==> src/rtl/csr_access_sequencer_if.sv <==
// Request/response handshake plus CSR-file read/write ports of the CSR access sequencer.
interface csr_access_sequencer_if #(
    parameter int FFLAGS_WIDTH = 5
);
    logic                    req_valid;
    logic                    req_ready;
    logic [1:0]              req_op;
    logic [11:0]             req_csr;
    logic [31:0]             req_src;
    logic                    req_rd_zero;
    logic                    req_src_zero;

    logic                    resp_valid;
    logic                    resp_ready;
    logic [31:0]             resp_data;
    logic                    resp_illegal;

    logic                    fflags_valid;
    logic [FFLAGS_WIDTH-1:0] fflags;

    logic                    csr_rd_en;
    logic [11:0]             csr_rd_sel;
    logic [31:0]             csr_rd_data;
    logic [31:0]             fcsr_rd_data;
    logic                    csr_wr_en;
    logic [11:0]             csr_wr_sel;
    logic [31:0]             csr_wr_data;
    logic                    fcsr_wr_en;
    logic [31:0]             fcsr_wr_data;

    modport slave (
        input  req_valid, req_op, req_csr, req_src, req_rd_zero, req_src_zero,
        input  resp_ready, fflags_valid, fflags, csr_rd_data, fcsr_rd_data,
        output req_ready, resp_valid, resp_data, resp_illegal,
        output csr_rd_en, csr_rd_sel, csr_wr_en, csr_wr_sel, csr_wr_data,
        output fcsr_wr_en, fcsr_wr_data
    );

    modport master (
        output req_valid, req_op, req_csr, req_src, req_rd_zero, req_src_zero,
        output resp_ready, fflags_valid, fflags, csr_rd_data, fcsr_rd_data,
        input  req_ready, resp_valid, resp_data, resp_illegal,
        input  csr_rd_en, csr_rd_sel, csr_wr_en, csr_wr_sel, csr_wr_data,
        input  fcsr_wr_en, fcsr_wr_data
    );
endinterface

==> src/rtl/csr_access_sequencer.sv <==
// Sequences CSRRW/CSRRS/CSRRC into read, modify-write and response phases; merges FPU flags into fcsr.
// Latency: response 1-3 cycles after accept (illegal / single-phase / read+write), plus one IDLE between requests.
// Backpressure: req_ready drops while an operation or flag flush is in flight; RESP holds until resp_ready.
module csr_access_sequencer #(
    parameter int FCSR_INDEX   = 3,
    parameter int FFLAGS_WIDTH = 5
) (
    input  logic                 CLK,
    input  logic                 RESET,
    csr_access_sequencer_if.slave bus
);

    localparam logic [1:0] OP_RW = 2'b01;
    localparam logic [1:0] OP_RS = 2'b10;
    localparam logic [1:0] OP_RC = 2'b11;

    typedef enum logic [2:0] {
        ST_IDLE,
        ST_READ,
        ST_WRITE,
        ST_FLUSH,
        ST_RESP
    } state_e;

    if (FCSR_INDEX < 0 || FCSR_INDEX > 4095) begin : g_bad_fcsr_index
        $error("FCSR_INDEX must fit the 12-bit CSR address space");
    end

    state_e                  state_q, state_d;
    logic [FFLAGS_WIDTH-1:0] pending_q, pending_d;
    logic [FFLAGS_WIDTH-1:0] flag_in;
    logic [1:0]              op_q, op_d;
    logic [11:0]             csr_q, csr_d;
    logic [31:0]             src_q, src_d;
    logic [31:0]             old_q, old_d;
    logic                    src_zero_q, src_zero_d;
    logic                    illegal_q, illegal_d;
    logic [31:0]             wr_val;

    always_ff @(posedge CLK or negedge RESET) begin
        if (!RESET) begin
            state_q    <= ST_IDLE;
            pending_q  <= '0;
            op_q       <= '0;
            csr_q      <= '0;
            src_q      <= '0;
            old_q      <= '0;
            src_zero_q <= 1'b0;
            illegal_q  <= 1'b0;
        end else begin
            state_q    <= state_d;
            pending_q  <= pending_d;
            op_q       <= op_d;
            csr_q      <= csr_d;
            src_q      <= src_d;
            old_q      <= old_d;
            src_zero_q <= src_zero_d;
            illegal_q  <= illegal_d;
        end
    end

    assign flag_in = bus.fflags_valid ? bus.fflags : '0;

    always_comb begin
        state_d    = state_q;
        pending_d  = pending_q | flag_in;
        op_d       = op_q;
        csr_d      = csr_q;
        src_d      = src_q;
        old_d      = old_q;
        src_zero_d = src_zero_q;
        illegal_d  = illegal_q;
        case (state_q)
            ST_IDLE: begin
                // Pending flags win over a new request so fcsr is current before the next read.
                if (pending_q != '0) begin
                    state_d = ST_FLUSH;
                end else if (bus.req_valid) begin
                    op_d       = bus.req_op;
                    csr_d      = bus.req_csr;
                    src_d      = bus.req_src;
                    src_zero_d = bus.req_src_zero;
                    old_d      = '0;
                    illegal_d  = (bus.req_op == 2'b00);
                    if (bus.req_op == 2'b00) begin
                        state_d = ST_RESP;
                    end else if (bus.req_op == OP_RW && bus.req_rd_zero) begin
                        state_d = ST_WRITE;
                    end else begin
                        state_d = ST_READ;
                    end
                end
            end
            ST_READ: begin
                old_d = bus.csr_rd_data;
                if ((op_q == OP_RS || op_q == OP_RC) && src_zero_q) begin
                    state_d = ST_RESP;
                end else begin
                    state_d = ST_WRITE;
                end
            end
            ST_WRITE: state_d = ST_RESP;
            ST_RESP: begin
                if (bus.resp_ready) begin
                    state_d = ST_IDLE;
                end
            end
            ST_FLUSH: begin
                // Flags landing during the flush miss this merge and stay pending.
                pending_d = flag_in;
                state_d   = ST_IDLE;
            end
            default: state_d = ST_IDLE;
        endcase
    end

    always_comb begin
        wr_val = '0;
        case (op_q)
            OP_RW:   wr_val = src_q;
            OP_RS:   wr_val = old_q | src_q;
            OP_RC:   wr_val = old_q & ~src_q;
            default: wr_val = '0;
        endcase
    end

    assign bus.req_ready    = RESET && (state_q == ST_IDLE) && (pending_q == '0);
    assign bus.resp_valid   = (state_q == ST_RESP);
    assign bus.resp_data    = (state_q == ST_RESP) ? old_q : '0;
    assign bus.resp_illegal = (state_q == ST_RESP) && illegal_q;

    assign bus.csr_rd_en    = (state_q == ST_READ);
    assign bus.csr_rd_sel   = (state_q == ST_READ) ? csr_q : '0;
    assign bus.csr_wr_en    = (state_q == ST_WRITE);
    assign bus.csr_wr_sel   = (state_q == ST_WRITE) ? csr_q : '0;
    assign bus.csr_wr_data  = (state_q == ST_WRITE) ? wr_val : '0;

    assign bus.fcsr_wr_en   = (state_q == ST_FLUSH);
    assign bus.fcsr_wr_data = (state_q == ST_FLUSH) ?
                              (bus.fcsr_rd_data | {{(32-FFLAGS_WIDTH){1'b0}}, pending_q}) : '0;

endmodule

==> src/flat_wrapper.sv <==
// flat-port wrapper written by rule: the top's interface ports become plain ports
module csr_access_sequencer_flat 
#(
    parameter int FCSR_INDEX   = 3,
    parameter int FFLAGS_WIDTH = 5
)
  (CLK, RESET, bus_req_valid, bus_req_op, bus_req_csr, bus_req_src, bus_req_rd_zero, bus_req_src_zero, bus_resp_ready, bus_fflags_valid, bus_fflags, bus_csr_rd_data, bus_fcsr_rd_data, bus_req_ready, bus_resp_valid, bus_resp_data, bus_resp_illegal, bus_csr_rd_en, bus_csr_rd_sel, bus_csr_wr_en, bus_csr_wr_sel, bus_csr_wr_data, bus_fcsr_wr_en, bus_fcsr_wr_data);
  csr_access_sequencer_if #(.FFLAGS_WIDTH(FFLAGS_WIDTH)) bus_i ();
  input  logic CLK;
  input  logic RESET;
  input wire logic [$bits(bus_i.req_valid)-1:0] bus_req_valid;
  input wire logic [$bits(bus_i.req_op)-1:0] bus_req_op;
  input wire logic [$bits(bus_i.req_csr)-1:0] bus_req_csr;
  input wire logic [$bits(bus_i.req_src)-1:0] bus_req_src;
  input wire logic [$bits(bus_i.req_rd_zero)-1:0] bus_req_rd_zero;
  input wire logic [$bits(bus_i.req_src_zero)-1:0] bus_req_src_zero;
  input wire logic [$bits(bus_i.resp_ready)-1:0] bus_resp_ready;
  input wire logic [$bits(bus_i.fflags_valid)-1:0] bus_fflags_valid;
  input wire logic [$bits(bus_i.fflags)-1:0] bus_fflags;
  input wire logic [$bits(bus_i.csr_rd_data)-1:0] bus_csr_rd_data;
  input wire logic [$bits(bus_i.fcsr_rd_data)-1:0] bus_fcsr_rd_data;
  output wire logic [$bits(bus_i.req_ready)-1:0] bus_req_ready;
  output wire logic [$bits(bus_i.resp_valid)-1:0] bus_resp_valid;
  output wire logic [$bits(bus_i.resp_data)-1:0] bus_resp_data;
  output wire logic [$bits(bus_i.resp_illegal)-1:0] bus_resp_illegal;
  output wire logic [$bits(bus_i.csr_rd_en)-1:0] bus_csr_rd_en;
  output wire logic [$bits(bus_i.csr_rd_sel)-1:0] bus_csr_rd_sel;
  output wire logic [$bits(bus_i.csr_wr_en)-1:0] bus_csr_wr_en;
  output wire logic [$bits(bus_i.csr_wr_sel)-1:0] bus_csr_wr_sel;
  output wire logic [$bits(bus_i.csr_wr_data)-1:0] bus_csr_wr_data;
  output wire logic [$bits(bus_i.fcsr_wr_en)-1:0] bus_fcsr_wr_en;
  output wire logic [$bits(bus_i.fcsr_wr_data)-1:0] bus_fcsr_wr_data;
  assign bus_i.req_valid = bus_req_valid;
  assign bus_i.req_op = bus_req_op;
  assign bus_i.req_csr = bus_req_csr;
  assign bus_i.req_src = bus_req_src;
  assign bus_i.req_rd_zero = bus_req_rd_zero;
  assign bus_i.req_src_zero = bus_req_src_zero;
  assign bus_i.resp_ready = bus_resp_ready;
  assign bus_i.fflags_valid = bus_fflags_valid;
  assign bus_i.fflags = bus_fflags;
  assign bus_i.csr_rd_data = bus_csr_rd_data;
  assign bus_i.fcsr_rd_data = bus_fcsr_rd_data;
  assign bus_req_ready = bus_i.req_ready;
  assign bus_resp_valid = bus_i.resp_valid;
  assign bus_resp_data = bus_i.resp_data;
  assign bus_resp_illegal = bus_i.resp_illegal;
  assign bus_csr_rd_en = bus_i.csr_rd_en;
  assign bus_csr_rd_sel = bus_i.csr_rd_sel;
  assign bus_csr_wr_en = bus_i.csr_wr_en;
  assign bus_csr_wr_sel = bus_i.csr_wr_sel;
  assign bus_csr_wr_data = bus_i.csr_wr_data;
  assign bus_fcsr_wr_en = bus_i.fcsr_wr_en;
  assign bus_fcsr_wr_data = bus_i.fcsr_wr_data;
  csr_access_sequencer #(.FCSR_INDEX(FCSR_INDEX), .FFLAGS_WIDTH(FFLAGS_WIDTH)) u_core (.CLK(CLK), .RESET(RESET), .bus(bus_i));
endmodule
==> config.mk <==
export PLATFORM = sky130hd
export DESIGN_NAME = csr_access_sequencer_flat
export DESIGN_NICKNAME = d
export VERILOG_FILES = /design/src/rtl/csr_access_sequencer_if.sv /design/src/rtl/csr_access_sequencer.sv /design/src/flat_wrapper.sv
export SDC_FILE = /design/constraint.sdc
export NUM_CORES = 1
export LEC_CHECK = 0
export ABC_AREA = 1
export CAP_MARGIN = 10
export CELL_PAD_IN_SITES_DETAIL_PLACEMENT = 1
export CELL_PAD_IN_SITES_GLOBAL_PLACEMENT = 1
export CORE_MARGIN = 2
export CORE_UTILIZATION = 29
export DETAILED_ROUTE_END_ITERATION = 16
export PLACE_DENSITY = 0.95
export SLEW_MARGIN = 10
export SYNTH_ARGS = -nofsm -noshare
export SYNTH_HDL_FRONTEND = slang
export SYNTH_SLANG_ARGS = --single-unit
==> constraint.sdc <==
create_clock -name CLK -period 4.5 [get_ports CLK]
set_clock_uncertainty 0.15 [all_clocks]
set_input_delay 0.9 -clock CLK [delete_from_list [all_inputs] [get_ports CLK]]
set_output_delay 0.9 -clock CLK [all_outputs]
set_load 0.1 [all_outputs]
---- Yosys cells after proc, flatten, opt, wreduce, memory -nomap -nowiden ----
Cells that the tools add are included.
operators by class
  reduce and logical (&&, ||, !) cells .... 14
  equal/unequal tests ..................... 12
  bitwise gates (word level) .............. 6
  $lt $le $gt $ge ......................... 0
  shift operators ......................... 0
  add/subtract/negate cells ............... 0
  multiplexer cells ....................... 18
  $mul .................................... 0
  divide/modulo/power cells ............... 0
operators with widths
  operator                                                number
  two-way mux 32 bit                                      5
  case mux 32 bit (3 select lines)                        1
  case mux 32 bit (2 select lines)                        1
  AND 32 bit                                              1
  inverter 32 bit                                         1
  OR 32 bit                                               1
  OR 32 x 5 -> 32 bit                                     1
  two-way mux 12 bit                                      2
  two-way mux 3 bit                                       5
  case mux 3 bit (4 select lines)                         1
  two-way mux 5 bit                                       2
  == test 3 x 2 -> 1 bit (second input constant)          2
  inequality test 2 bit (second input constant)           3
  AND reduction 3 bit                                     2
  logical AND 1 bit                                       5
  zero test 5 bit                                         1
  OR 5 bit                                                1
  nonzero test 5 bit                                      1
  == test 2 x 1 -> 1 bit (second input constant)          2
  == test 2 bit (second input constant)                   2
  == test 3 x 1 -> 1 bit (second input constant)          1
  == test 3 bit (second input constant)                   1
  zero test 3 bit                                         1
  inequality test 3 x 2 -> 1 bit (second input constant)  1
  other kinds (6)                                         6
storage, ports and cells
  output and inout bits ................... 126
  bits in read-only memories .............. 0
  bits in writable memories ............... 0
  bits in latches ......................... 0
  flip-flop bits (word level) ............. 88
  input bits .............................. 122
  memories ................................ 0

---- Logic depth before layout (Yosys ltp) ----
  depth in word-level cells ............... 7
  depth in mapped cells ................... 9
  depth with buffers taken out ............ 7

---- Least setup slack after synthesis ----
OpenSTA, ideal clock, no wires.
  kind .................................... register to output
  from .................................... register u_core.state_q[0]
  to ...................................... output bus_csr_wr_data[10]
  stages on the path, launching flop included .. 5
  arrival time ............................ 3.813 ns
  path slack .............................. -0.363 ns
  cells stage by stage .................... dfrtp_1 > nor3_2 > o21ai_1 > clkbuf_1 > a21oi_1
between the ends
  cells in the longest elaborated chain, start to end .. 2
ends and longest elaborated chain
  what                      line                         text
  start: declaration        csr_access_sequencer.sv:29   state_e state_q, state_d;
  start signal: assignment  csr_access_sequencer.sv:51   state_q <= state_d;
  == test 3 x 2 -> 1 bit    -
  named net bus_csr_wr_en   flat_wrapper.sv:28           output wire logic [$bits(bus_i.csr_wr_en)-1:0] bus_csr_wr_en;
  two-way mux 32 bit        csr_access_sequencer.sv:136  assign bus.csr_wr_data = (state_q == ST_WRITE) ? wr_val : '0;
  end: declaration          flat_wrapper.sv:30           output wire logic [$bits(bus_i.csr_wr_data)-1:0] bus_csr_wr_data;
The timed path passes the listed nets, and every way through them passes these cells.

---- Final worst setup path ----
  from .................................... register u_core.op_q[1]
  to ...................................... output bus_csr_wr_data[9]
between the ends
  cells in the longest elaborated chain, start to end .. 3
  elaborated cells on any way between the ends .. 5
  those cells by class .................... eq/ne (3); mux (2)
ends and longest elaborated chain
  what                                                            line                         text
  start: declaration                                              csr_access_sequencer.sv:32   logic [1:0] op_q, op_d;
  start signal: assignment                                        csr_access_sequencer.sv:53   op_q <= op_d;
  == test 2 bit / == test 2 x 1 -> 1 bit (equally long branches)  csr_access_sequencer.sv:119  case (op_q)
  case mux 32 bit (3 select lines) *                              csr_access_sequencer.sv:119
  two-way mux 32 bit *                                            csr_access_sequencer.sv:136
Mark *: on every way between the ends. The rest lies on a longest branch, timed or not.

==> metrics.md <==
| Metric | Value |
|---|---|
| GRT Total Usage | `0.217` |
| Mapped Nets | `802` |
| Total power | `4.44 mW` |
| Worst path max stage delay | `0.84 ns` |
| Post-CTS sizing | `0` |
| Hold-fix buffers, CTS | `0` |
| CTS max path bufs | `2` |
| Finished Cell Area | `7340 µm²` |
| Initial Util | `0.296` |
| Clk Latency, worst-skew pair | `0.34 ns` |
| CP startpoint kind | `register` |
| Area growth, synth to finish | `55.8%` |
| Post-CTS Setup Inserts | `0` |
| CTS Buf Count | `9` |
| Sequential Area | `2200 µm²` |
| Core Region | `15900 µm²` |
| Total vias in the final route | `5273` |
| Combinational Power Share | `0.587` |
| CP Data Arrival Time | `2.56 ns` |
| Number of synthesized flops with an enable pin | `0` |
| Register bit total from synthesis | `88` |
| RSZ-0062 raised after global routing | `false` |
| Placement Setup Slack | `1.19 ns` |
| Least-Margin Pin Slew | `0.985 ns` |
| Slowest stage cell on the critical path | `dfrtp_2` |
| Cell area after synthesis | `4710 µm²` |
| Worst Setup Slack, final | `0.887 ns` |
| Hold Crit Depth | `2` |
| Fin. Hold Viols | `0` |
| Post-layout nets | `1032` |
| FFs w/ async S/R, synth | `1.00` |
| Worst setup EP type | `primary output` |
| GRT overflow | `0` |
| Average via count per standard cell | `4.67` |
| P_leak | `3.78 nW` |
| CTS tree | `yes` |
| Sw Share | `0.572` |
| Most used DFF post-synth | `dfrtp_1` |
| Sequential area share after synthesis | `0.468` |
| Die footprint | `17300 µm²` |
| Critical path required time | `3.45 ns` |
| First-pass GRT wire length | `29900 µm` |
| Final std cells w/o fill | `1130` |
| Drt pass-1 iters | `5` |
| Final wirelength | `18400 µm` |
| P_sw | `2.54 mW` |
| Post-Synthesis Cells | `680` |
| Placed Instance Area | `7070 µm²` |
| # setup viols final | `0` |
| Gpl congestion | `0.799` |
| Clock root cell | `clkbuf_16` |
| Most frequent cell after synthesis | `nand2_1` |
| Sequential Power Share | `0.255` |
| WS Path Type | `reg2out` |
| Row count | `46` |
| Initial antenna violation count | `0` |
| Post-route ant nets | `0` |
| Largest net degree at the start of global routing | `72` |
| Hold crit path type | `reg2reg` |
| Worst rel slew slack | `0.342` |
| Outcome | `complete, no violations` |
| Placed Instances | `1115` |
| Maximum achievable frequency | `277 MHz` |
| Largest vdd supply drop | `799 µV` |
| Clk pin slew, worst setup/hold paths | `0.06 ns` |
| Post-Syn Area per Cell | `6.93 µm²` |
| Final Critical Period | `3.61 ns` |
| H-tree Lvls | `3` |
| Vias in the first global route | `5714` |
| Power density over cell area | `605 nW/µm²` |
| Layout cell share with drive strength beyond 1 | `0.164` |
| Top cell type's share of synthesized area | `0.468` |
| Initial DRC count | `252` |
| Max cap viols | `0` |
| Clock power frac | `0.158` |
| Die Y | `131 µm` |
| R2r worst-path depth | `6` |
| Antenna cells | `0` |
| Yosys warnings | `0` |
| Clock Sinks | `88` |
| Final Cycle Share | `0.803` |
| Average wire per cell in the routed design | `16.3 µm` |
| Top cells by instance count after synthesis | `233 x nand2_1, 107 x nor2_1, 88 x dfrtp_1` |
| Critical-path cell list | `nand2_1 > buf_4 > nand2_1 > a21oi_1 > buf_4` |
| Max Slew Vio Count | `0` |
| Crit-path max FO | `36` |
| Dpl hpwl | `13700 µm` |
| Synth area leaders | `dfrtp_1 47%, nand2_1 19%, nor2_1 8.5%` |
| PortBufs | `247` |
| Synth unique cells | `16` |
| Synth area leader | `dfrtp_1` |
| Io pins | `248` |
| Layout fillers | `2041` |
| Internal | `1.90 mW` |
| DRC Markers | `0` |
| Die width | `131 µm` |
| Multi-input logic area | `2020 µm²` |
| Hold_ws | `0.334 ns` |
-- per-layer routing --
| metal | track usage | wire, µm | up-vias |
|---|---|---|---|
| met3 | 0.0598 | 985 | 27 |
| li1 | - | - | 2514 |
| met4 | 0.0531 | 350 | 0 |
| met1 | 0.260 | 7830 | 2558 |
| met5 | 0 | 0 | - |
| met2 | 0.386 | 9200 | 174 |
-- path summary, 6_finish.rpt --
kind	start	end	slack [ns]
min in group asynchronous	RESET	u_core.pending_q[0]$_DFF_PN0_	0.55
setup / recovery	u_core.op_q[1]$_DFFE_PN0P_	bus_csr_wr_data[9]	0.89
max in group asynchronous	RESET	u_core.src_q[24]$_DFFE_PN0P_	2.63
hold / removal	u_core.illegal_q$_DFFE_PN0P_	u_core.illegal_q$_DFFE_PN0P_	0.33
setup reg to reg	u_core.state_q[2]$_DFFE_PN0P_	u_core.state_q[1]$_DFFE_PN0P_	2.23
hold reg to reg	u_core.illegal_q$_DFFE_PN0P_	u_core.illegal_q$_DFFE_PN0P_	0.33
-- cell usage in the layout, fill, tap and decap left out --
master / netlist / layout
a21oi_1: 33 / 33
clkbuf_1: 27 / 1
clkbuf_8: 0 / 1
buf_4: 0 / 127
clkbuf_16: 0 / 9
nand3_1: 38 / 37
clkinv_4: 0 / 1
clkdlybuf4s50_1: 0 / 129
inv_2: 3 / 3
o21ai_4: 0 / 1
nand3_2: 0 / 1
nor2_2: 1 / 1
nand2_1: 233 / 233
clkinvlp_4: 0 / 3
inv_1: 84 / 84
nand3b_1: 32 / 32
dfrtp_2: 0 / 1
o21ai_0: 21 / 21
nor2_1: 107 / 107
nand2_2: 1 / 1
dfrtp_1: 88 / 87
nor3_2: 1 / 1
-- kinds of logic (layout without fill, tap and decap cells) --
group                  after synthesis  count (layout)  share of synthesized area
buffers and inverters              124             358                      0.107
AOI/OAI and AO/OA                   55              55                     0.0584
and+or+nand+nor                    413             413                      0.367
DFF                                 88              88                      0.468
-- critical path: cells and delay by family (launching register included) --
kind                   cells  cell delay (ns)
DFF                        1             0.84
buffers and inverters      2             0.66
and+or+nand+nor            2             0.63
AOI/OAI and AO/OA          1             0.08
-- registers in the layout (all words and copies together) (netlist names) --
| signal | flops |
|---|---|
| u_core.src_zero_q | 1 |
| u_core.op_q | 2 |
| u_core.old_q | 32 |
| u_core.illegal_q | 1 |
| u_core.src_q | 32 |
| u_core.pending_q | 5 |
| u_core.state_q | 3 |
| u_core.csr_q | 12 |
-- area by class of cell --
type,count,area share
inverters,87,0.0445
well taps,216,0.0368
multi-input cells,468,0.275
clock inverters,4,0.00426
flip-flops and latches,88,0.300
repair buffers,256,0.306
clock buffers,11,0.0331
-- power by group through the flow --
stage | clock network [mW] | logic [mW] | registers (mW)
3_3_place_gp | 0 | 2.57 | 1.13
2_1_floorplan | 0 | 2.01 | 1.08
6_report | 0.702 | 2.61 | 1.13
5_1_grt | 0.763 | 2.75 | 1.15
3_5_place_dp | 0 | 2.61 | 1.14
4_1_cts | 0.725 | 2.63 | 1.13
-- per-stage QoR --
stage | util | TNS [ns]
finish | 0.462 | 0
global route | 0.462 | 0
CTS | 0.462 | 0
detailed placement | 0.445 | 0
global placement | 0.445 | 0
floorplan | - | -11.23
No activity file was read; power rests on OpenSTA's default activity.
